<file path="src/rtl/pc_sequencer_if.sv">
// Fetch-stage next-PC bus between the pipeline/pc_register side (master) and pc_sequencer (slave).
interface pc_sequencer_if #(parameter int CNT_W = 6);
  logic [31:0]      pc_current;
  logic             hazard_stall;
  logic             mdu_start;
  logic [CNT_W-1:0] mdu_cycles;
  logic             branch_taken;
  logic [31:0]      branch_target;
  logic             jump_valid;
  logic [31:0]      jump_target;
  logic             exc_req;
  logic             eret_req;
  logic [31:0]      pc_next;
  logic             pc_enable;
  logic             pc_pause;
  logic [31:0]      epc;
  logic             flush;

  modport master (
    output pc_current, hazard_stall, mdu_start, mdu_cycles, branch_taken, branch_target,
           jump_valid, jump_target, exc_req, eret_req,
    input  pc_next, pc_enable, pc_pause, epc, flush
  );

  modport slave (
    input  pc_current, hazard_stall, mdu_start, mdu_cycles, branch_taken, branch_target,
           jump_valid, jump_target, exc_req, eret_req,
    output pc_next, pc_enable, pc_pause, epc, flush
  );
endinterface

</file>
<file path="src/rtl/pc_sequencer.sv">
// Next-PC controller for the MIPS fetch stage: sequential/branch/jump/exception/eret arbitration,
// stall hold with buffered redirects. Define DELAY_SLOT_EN for branch-delay-slot semantics.
module pc_sequencer #(
  parameter logic [31:0] RESET_PC   = 32'h00400000,
  parameter logic [31:0] EXC_VECTOR = 32'h00400004,
  parameter int          CNT_W      = 6
) (
  input logic           clock,
  input logic           reset,
  pc_sequencer_if.slave s
);

`ifdef DELAY_SLOT_EN
  typedef enum logic [1:0] {RUN, STALL, DELAY} state_t;
  localparam bit DS = 1'b1;
`else
  typedef enum logic [1:0] {RUN, STALL} state_t;
  localparam bit DS = 1'b0;
`endif

  state_t           state;
  logic             en_r;
  logic [31:0]      epc_r;
  logic [CNT_W-1:0] mdu_cnt;
  logic             pend_valid;
  logic [31:0]      pend_target;
  logic [1:0]       pend_prio;

  logic        stall, in_delay, redir, latch_pend;
  logic [1:0]  redir_prio;
  logic [31:0] redir_tgt, pc_seq, nxt;
  logic        pause, fl;

`ifdef DELAY_SLOT_EN
  assign in_delay = (state == DELAY);
`else
  assign in_delay = 1'b0;
`endif

  assign pc_seq = s.pc_current + 32'd4;
  assign stall  = s.hazard_stall | (mdu_cnt != '0) | (s.mdu_start & (s.mdu_cycles != '0));

  // Highest-priority non-exception redirect this cycle; prio lets a buffered one be overwritten.
  always_comb begin
    redir      = 1'b0;
    redir_prio = 2'd0;
    redir_tgt  = '0;
    if (s.eret_req) begin
      redir = 1'b1; redir_prio = 2'd3; redir_tgt = epc_r;
    end else if (s.jump_valid) begin
      redir = 1'b1; redir_prio = 2'd2; redir_tgt = s.jump_target;
    end else if (s.branch_taken) begin
      redir = 1'b1; redir_prio = 2'd1; redir_tgt = s.branch_target;
    end
  end

  assign latch_pend = redir & ~in_delay & (~pend_valid | (redir_prio >= pend_prio));

  always_comb begin
    nxt   = pc_seq;
    pause = stall;
    fl    = 1'b0;
    if (!en_r) begin
      nxt   = RESET_PC;
      pause = 1'b0;
    end else if (s.exc_req) begin
      nxt   = EXC_VECTOR;
      pause = 1'b0;
      fl    = 1'b1;
    end else if (stall) begin
      nxt = s.pc_current;
    end else if (in_delay) begin
      nxt = pend_target;
    end else if (redir) begin
      // With delay slots, jump/branch first fetch the slot; the target follows from DELAY.
      if (DS && !s.eret_req) begin
        nxt = pc_seq;
      end else begin
        nxt = redir_tgt;
        fl  = 1'b1;
      end
    end else if (pend_valid) begin
      nxt = pend_target;
      fl  = ~DS;
    end
  end

  always_ff @(posedge clock or posedge reset) begin
    if (reset) begin
      state       <= RUN;
      en_r        <= 1'b0;
      epc_r       <= RESET_PC;
      mdu_cnt     <= '0;
      pend_valid  <= 1'b0;
      pend_target <= '0;
      pend_prio   <= '0;
    end else begin
      en_r <= 1'b1;
      if (en_r) begin
        if (s.exc_req) begin
          epc_r      <= in_delay ? (s.pc_current - 32'd4) : s.pc_current;
          mdu_cnt    <= '0;
          pend_valid <= 1'b0;
          state      <= RUN;
        end else begin
          if (mdu_cnt != '0)
            mdu_cnt <= mdu_cnt - CNT_W'(1);
          else if (s.mdu_start && (s.mdu_cycles != '0))
            mdu_cnt <= s.mdu_cycles - CNT_W'(1);

          if (stall) begin
            state <= in_delay ? state : STALL;
            if (latch_pend) begin
              pend_valid  <= 1'b1;
              pend_target <= redir_tgt;
              pend_prio   <= redir_prio;
            end
          end else begin
            pend_valid <= 1'b0;
            state      <= RUN;
`ifdef DELAY_SLOT_EN
            if (!in_delay && redir && !s.eret_req) begin
              pend_target <= redir_tgt;
              state       <= DELAY;
            end
`endif
          end
        end
      end
    end
  end

  assign s.pc_next   = nxt;
  assign s.pc_enable = en_r;
  assign s.pc_pause  = pause;
  assign s.epc       = epc_r;
  assign s.flush     = fl;

endmodule

</file>
<file path="src/flat_wrapper.sv">
// flat-port wrapper written by rule: the top's interface ports become plain ports
module pc_sequencer_flat 
#(
  parameter logic [31:0] RESET_PC   = 32'h00400000,
  parameter logic [31:0] EXC_VECTOR = 32'h00400004,
  parameter int          CNT_W      = 6
)
  (clock, reset, s_pc_current, s_hazard_stall, s_mdu_start, s_mdu_cycles, s_branch_taken, s_branch_target, s_jump_valid, s_jump_target, s_exc_req, s_eret_req, s_pc_next, s_pc_enable, s_pc_pause, s_epc, s_flush);
  pc_sequencer_if #(.CNT_W(CNT_W)) s_i ();
  input logic clock;
  input logic reset;
  input wire logic [$bits(s_i.pc_current)-1:0] s_pc_current;
  input wire logic [$bits(s_i.hazard_stall)-1:0] s_hazard_stall;
  input wire logic [$bits(s_i.mdu_start)-1:0] s_mdu_start;
  input wire logic [$bits(s_i.mdu_cycles)-1:0] s_mdu_cycles;
  input wire logic [$bits(s_i.branch_taken)-1:0] s_branch_taken;
  input wire logic [$bits(s_i.branch_target)-1:0] s_branch_target;
  input wire logic [$bits(s_i.jump_valid)-1:0] s_jump_valid;
  input wire logic [$bits(s_i.jump_target)-1:0] s_jump_target;
  input wire logic [$bits(s_i.exc_req)-1:0] s_exc_req;
  input wire logic [$bits(s_i.eret_req)-1:0] s_eret_req;
  output wire logic [$bits(s_i.pc_next)-1:0] s_pc_next;
  output wire logic [$bits(s_i.pc_enable)-1:0] s_pc_enable;
  output wire logic [$bits(s_i.pc_pause)-1:0] s_pc_pause;
  output wire logic [$bits(s_i.epc)-1:0] s_epc;
  output wire logic [$bits(s_i.flush)-1:0] s_flush;
  assign s_i.pc_current = s_pc_current;
  assign s_i.hazard_stall = s_hazard_stall;
  assign s_i.mdu_start = s_mdu_start;
  assign s_i.mdu_cycles = s_mdu_cycles;
  assign s_i.branch_taken = s_branch_taken;
  assign s_i.branch_target = s_branch_target;
  assign s_i.jump_valid = s_jump_valid;
  assign s_i.jump_target = s_jump_target;
  assign s_i.exc_req = s_exc_req;
  assign s_i.eret_req = s_eret_req;
  assign s_pc_next = s_i.pc_next;
  assign s_pc_enable = s_i.pc_enable;
  assign s_pc_pause = s_i.pc_pause;
  assign s_epc = s_i.epc;
  assign s_flush = s_i.flush;
  pc_sequencer #(.RESET_PC(RESET_PC), .EXC_VECTOR(EXC_VECTOR), .CNT_W(CNT_W)) u_core (.clock(clock), .reset(reset), .s(s_i));
endmodule
</file>
<file path="config.mk">
export PLATFORM = sky130hd
export DESIGN_NAME = pc_sequencer_flat
export DESIGN_NICKNAME = d
export VERILOG_FILES = /design/src/rtl/pc_sequencer_if.sv /design/src/rtl/pc_sequencer.sv /design/src/flat_wrapper.sv
export SDC_FILE = /design/constraint.sdc
export NUM_CORES = 1
export LEC_CHECK = 0
export ABC_CLOCK_PERIOD_IN_PS = 2800
export CAP_MARGIN = 20
export CORE_MARGIN = 2
export CORE_UTILIZATION = 43
export DETAILED_ROUTE_END_ITERATION = 12
export PLACE_DENSITY = 0.78
export SYNTH_ARGS = -nofsm -noshare
export SYNTH_HDL_FRONTEND = slang
export SYNTH_SLANG_ARGS = --single-unit
export TNS_END_PERCENT = 20
</file>
<file path="constraint.sdc">
create_clock -name clock -period 2.8 [get_ports clock]
set_input_delay 0.56 -clock clock [delete_from_list [all_inputs] [get_ports clock]]
set_output_delay 0.56 -clock clock [all_outputs]
set_load 0.01 [all_outputs]
</file>
Yosys cells after proc, flatten, opt, wreduce, memory -nomap -nowiden

Cells that the tools add are included.

Reductions and logical operators: 8
Bitwise logic cells: 7
Order comparisons: 1
Mux-type cells: 27
Equal/unequal tests: 1
Add/sub/neg operators: 3

Operators with widths:

| operator                                                            | count |
|---|---|
| 32-bit two-way mux                                                  | 8 |
| 32-bit by 3-bit adder with 32-bit output (second input constant)    | 1 |
| 6-bit two-way mux                                                   | 3 |
| 1-bit two-way mux                                                   | 14 |
| 6-bit nonzero test                                                  | 2 |
| 6-bit by 1-bit subtractor with 6-bit output (second input constant) | 2 |
| 2-bit AND reduction                                                 | 3 |
| 2-bit two-way mux                                                   | 2 |
| 4-bit AND reduction                                                 | 1 |
| 3-bit != test (second input constant)                               | 1 |
| 1-bit OR                                                            | 3 |
| 3-bit nonzero test                                                  | 1 |
| 1-bit bitwise AND                                                   | 2 |
| 2-bit >= comparator                                                 | 1 |
| 1-bit inverter                                                      | 2 |
| 1-bit logical AND                                                   | 1 |

Output and inout bits: 67
Register bits after elaboration: 74
Logic and storage cells: 53
Input bits: 110

Longest topological paths before layout

Depth after elaboration: 9
Gate-level depth with buffers: 11
Depth with buffers taken out: 8

Least setup slack after synthesis

No wires, ideal clock.

Path type: input to output
From: in s_pc_current[2]
To: out s_pc_next[26]
Data arrival time: 2,407 ps
Buffers on the path: 1
Setup slack: -167 ps
Stages: 7
Data required time: 2,240 ps
Cell sequence: ha_1 -> nand2_1 -> or4_1 -> buf_2 -> or4_1 -> a21oi_1 -> o221a_1

Word-level cells in the longest chain between the ends: 6

Ends and longest elaborated chain:

| element                                  | line               | source |
|---|---|---|
| start, declared                          | flat_wrapper.sv:12 | `input wire logic [$bits(s_i.pc_current)-1:0] s_pc_current;` |
| 32-bit by 3-bit adder with 32-bit output | pc_sequencer.sv:40 | `assign pc_seq = s.pc_current + 32'd4;` |
| 32-bit two-way mux                       | pc_sequencer.sv:82 | `end else if (pend_valid) begin` |
| 32-bit two-way mux                       | pc_sequencer.sv:74 | `end else if (redir) begin` |
| 32-bit two-way mux                       | pc_sequencer.sv:70 | `end else if (stall) begin` |
| 32-bit two-way mux                       | pc_sequencer.sv:66 | `end else if (s.exc_req) begin` |
| 32-bit two-way mux                       | pc_sequencer.sv:63 | `if (!en_r) begin` |
| end, declared                            | flat_wrapper.sv:22 | `output wire logic [$bits(s_i.pc_next)-1:0] s_pc_next;` |

Every way passes these cells.

Worst setup path in the final report

From: in s_mdu_cycles[1]
To: out s_pc_next[27]

Word-level cells in the longest chain between the ends: 6

Ends and longest elaborated chain:

| element            | line               | source |
|---|---|---|
| start, declared    | flat_wrapper.sv:15 | `input wire logic [$bits(s_i.mdu_cycles)-1:0] s_mdu_cycles;` |
| 6-bit nonzero test | pc_sequencer.sv:41 | `assign stall = s.hazard_stall \| (mdu_cnt != '0) \| (s.mdu_start & (s.mdu_cycles != '0));` |
| 1-bit bitwise AND  | pc_sequencer.sv:41 |  |
| 1-bit OR           | pc_sequencer.sv:41 |  |
| 32-bit two-way mux | pc_sequencer.sv:70 |  |
| 32-bit two-way mux | pc_sequencer.sv:66 |  |
| 32-bit two-way mux | pc_sequencer.sv:63 |  |

Every way passes these cells.

==> impl_metrics.csv <==
group,metric,value,unit
layout,antenna_cells,0,
detailed_routing,drcViolationCount,0,
sta,hold_viol,0,
detailed_routing,antenna_left,0,
detailed_routing,first_pass_iters,7,
sta,maxSlewViolCount,0,
logic_synthesis,synth_nets,754,
setup_path,crit_buf_inv,4,
grt,grt.overflow.total,0,
detailed_routing,viasPerCell,6.259,
grt,grt_antenna_before_repair,0,
job,max-cap-violations,0,
setup_path,cpMaxStageDelayCell,"or3_4",
setup_path,max_stage_delay,400,ps
logic_synthesis,synth_top_area_share,33.42,%
logic_synthesis,netlist_instances,640,
sta,setup_tns,-4531,ps
logic_synthesis,yosysSeqAreaShare,33.90,%
setup_path,crit_chain,"buf_2 > or3_4 > o41ai_4 > and3_4 > buf_4 > buf_6 > o32ai_2 > a22o_1 > clkdlybuf4s15_2",
setup_path,regToRegStartpoint,"u_core.mdu_cnt[3]$_DFFE_PP0P_",
power,power_frac_clock,24.6,%
detailed_routing,top_layer,"met4",
power,switching_share,35.15,%
hold_path,hold_path_startpoint,"u_core.pend_target[6]$_DFFE_PP0P_",
logic_synthesis,async_flop_share,100.0,%
clocking,clk_pin_slew,60,ps
setup_path,worstPathRequired,2240,ps
layout,layout-drive-gt1-share,39.02,%
sta,clock.fmax,322.6,MHz
logic_synthesis,synth-edff-count,0,
grt,grt_first_pass_wirelength,36.08,mm
logic_synthesis,ys.flop_type,"dfrtp_1",
placement,place_congestion,0.9536,
clocking,cts_tree,"yes",
sta,relSlewSlack,61.80,%
sta,final-setup-viol-count,33,
logic_synthesis,synth_top_area_cell,"dfrtp_1",
floorplanning,io_pins,177,
power,powerDensity,575.5,mW/mm2
detailed_routing,vias,6947,
detailed_routing,wl_met1,8.863,mm
floorplanning,die_width,116.8,um
power,p_int,3.396,mW
clocking,clock_latency,350,ps
sta,rsz0062_at_grt,"true",
setup_path,arrival,2540,ps
placement,pre_cts_slack,-1229,ps
layout,stdcell_area,0.009100,mm2
power,total_power,5.237,mW
setup_path,crit_family,"compound AO/OA/AOI/OAI gates",
detailed_routing,drt_iter0_drc,738,
logic_synthesis,ys_warn_count,0,
power,vdd_ir_drop_max,0.0003281,V
grt,grt_pass1_vias,6969,
setup_path,crit_type,"in2out",
sta,fin_crit_sh,110.7,%
power,p_seq_share,31.6,%
clocking,numCtsBuffers,9,
floorplanning,core,0.01252,mm2
power,p_leak,3.894,nW
placement,io_buffers,176,
clocking,h-tree-depth,3,
logic_synthesis,postSynthAreaPerCell,8.541,um2
grt,grtUsageTotal,34.52,%
run_status,violations,"setup timing",
run_status,status,"finished, violations left",
detailed_routing,wl_met2,11.69,mm
layout,fin_nets,1047,
sta,layout_setup_ws,-299.4,ps
layout,nFillCells,882,
placement,dp_hpwl,16.42,mm
setup_path,startpoint_type,"input pin",
detailed_routing,wire_per_inst,21.57,um
power,switchingPower,1.841,mW
logic_synthesis,yosysUniqueCellTypes,70,
floorplanning,dieArea,0.01363,mm2
sta,tightest_slew,572.2,ps
floorplanning,start_util,43.67,%
power,combinationalPowerShare,43.8,%
hold_path,hp-class,"reg2reg",
placement,post_dp_cell_area,0.008318,mm2
logic_synthesis,ys_seq_elements,74,
layout,fin_util,72.70,%
detailed_routing,wl_met3,2.150,mm
clocking,cts.sinks,74,
sta,clock_skew,10.97,ps
sta,period_needed,3099,ps
floorplanning,row_count,41,
setup_path,path_max_fanout,5,
clocking,clockRootBuffer,"clkbuf_16",
setup_path,crit_start,"s_mdu_cycles[1]",
logic_synthesis,yosys-top-cells-area,"dfrtp_1 33%, mux2_2 13%, o21ai_0 6.0%",
clocking,clk_path_buf_depth,2,
layout,syn_to_final_growth,66.47,%
detailed_routing,wirelength,23.94,mm
grt,grt_max_degree,35,
setup_path,cp-end-kind,"primary output",
logic_synthesis,syn_area,0.005466,mm2
floorplanning,dieHeight,116.8,um
==> per-stage QoR <==
stage	hold WS (ps)	std cells
floorplan	470.1	640
global placement	480.7	1075
detailed placement	493.6	1075
CTS	506.3	1110
global route	516.7	1110
finish	507.8	1110
==> cells in the mapped netlist, types with 5 or more instances <==
cell and instances:
a22oi_1 26, inv_1 23, a31oi_1 10, dfrtp_1 73, a21oi_1 36, nor4_1 10, buf_2 6, nand3b_1 5
o22ai_1 9, nand2_1 65, o31ai_1 5, nor2_1 27, o21ai_0 65, nor2b_1 6, nand4_1 10, nand3_1 21
clkbuf_1 36, nor3_1 17, mux2_2 61, o21a_1 7, o221ai_1 7, and3_1 7, a22o_1 5, or3_1 5
==> metal layers <==
layer	vias to the layer above	GRT usage, %
met5	-	0
li1	3009	-
met1	3307	42.67
met2	499	58.07
met4	0	18.75
met3	132	5.138
==> final timing paths <==
check | endpoint | slack, ps | cells past startpoint
hold / removal | u_core.pend_target[6]$_DFFE_PP0P_ | 510 | 1
hold reg to reg | u_core.pend_target[6]$_DFFE_PP0P_ | 510 | 1
min in group asynchronous | u_core.pend_target[3]$_DFFE_PP0P_ | 590 | 2
setup reg to reg | u_core.pend_target[7]$_DFFE_PP0P_ | 450 | 8
max in group asynchronous | u_core.pend_target[5]$_DFFE_PP0P_ | 1510 | 3
setup / recovery | s_pc_next[27] | -300 | 9
==> flip-flops by register name, summed over array words and instances (netlist names) <==
register	flops
u_core.pend_target	32
u_core.s.epc	32
u_core.mdu_cnt	6
u_core.pend_prio	2
u_core.pend_valid	1
u_core.s.pc_enable	1
==> repair_timing <==
action,in CTS,in global routing
buffers inserted,19,0
hold buffers,0,0
resized for setup,283,45
setup endpoints to repair,34,34
pin swaps,33,11
==> cell usage in the layout, fill, tap and decap left out, types with 5 or more instances in the layout <==
master             n
nor2_1            23
clkdlybuf4s50_1  111
a21oi_1           32
a22o_1             5
o221ai_1           5
buf_2             32
clkdlybuf4s15_2    6
o21ai_1           14
dlygate4sd2_1     18
a22oi_1           24
nor3_2             7
nor2b_1            5
nand3_1           15
and3_1             6
buf_12             5
nor3_1             9
o21a_1             7
inv_1             21
o31ai_1            5
mux2_2            60
o21ai_2            5
dfrtp_1           73
buf_4            136
clkbuf_16          9
nand3b_1           5
o21ai_0           46
nand2_1           63
buf_6             20
o22ai_1            9
nand4_1           10
a31oi_1            9
==> layout make-up <==
class                   instances  area (um2)  share of cell area [%]
flip-flops and latches         74        1853                   20.36
clock inverters                 5       77.57                  0.8525
repair buffers                333        2888                   31.73
inverters                      23       86.33                  0.9487
well taps                     172       215.2                   2.365
multi-input cells             492        3737                   41.07
clock buffers                  11       242.7                   2.667
==> logic make-up (layout without fill, tap and decap cells) <==
kind of cell / Yosys count / count (layout) / synth area share [%]
AOI/OAI and AO/OA: 219 / 219 / 26.71
and+or+nand+nor: 197 / 197 / 18.06
DFF: 74 / 74 / 33.90
buffers and inverters: 74 / 372 / 6.111
muxes: 64 / 64 / 13.12
xor gates and xnor gates: 7 / 7 / 1.122
adders and majority gates: 4 / 4 / 0.9156
other: 1 / 1 / 0.06860
==> power by group through the flow <==
stage	clock network (mW)	logic [mW]	registers [mW]
after floorplan	0	1.06	1.63
after global placement	0	1.96	1.61
after detailed placement	0	2.05	1.64
after CTS	1.28	2.17	1.63
after global routing	1.34	2.45	1.68
final	1.29	2.29	1.66
==> worst reg2reg max path, delay by kind of cell, from the launching register on <==
family	cells	cell delay, ps
mux	1	360
compound gates	1	70
flops	1	380
simple gates	3	900
buf+inv	3	510
Note: power is estimated with default switching activity, not from simulation.
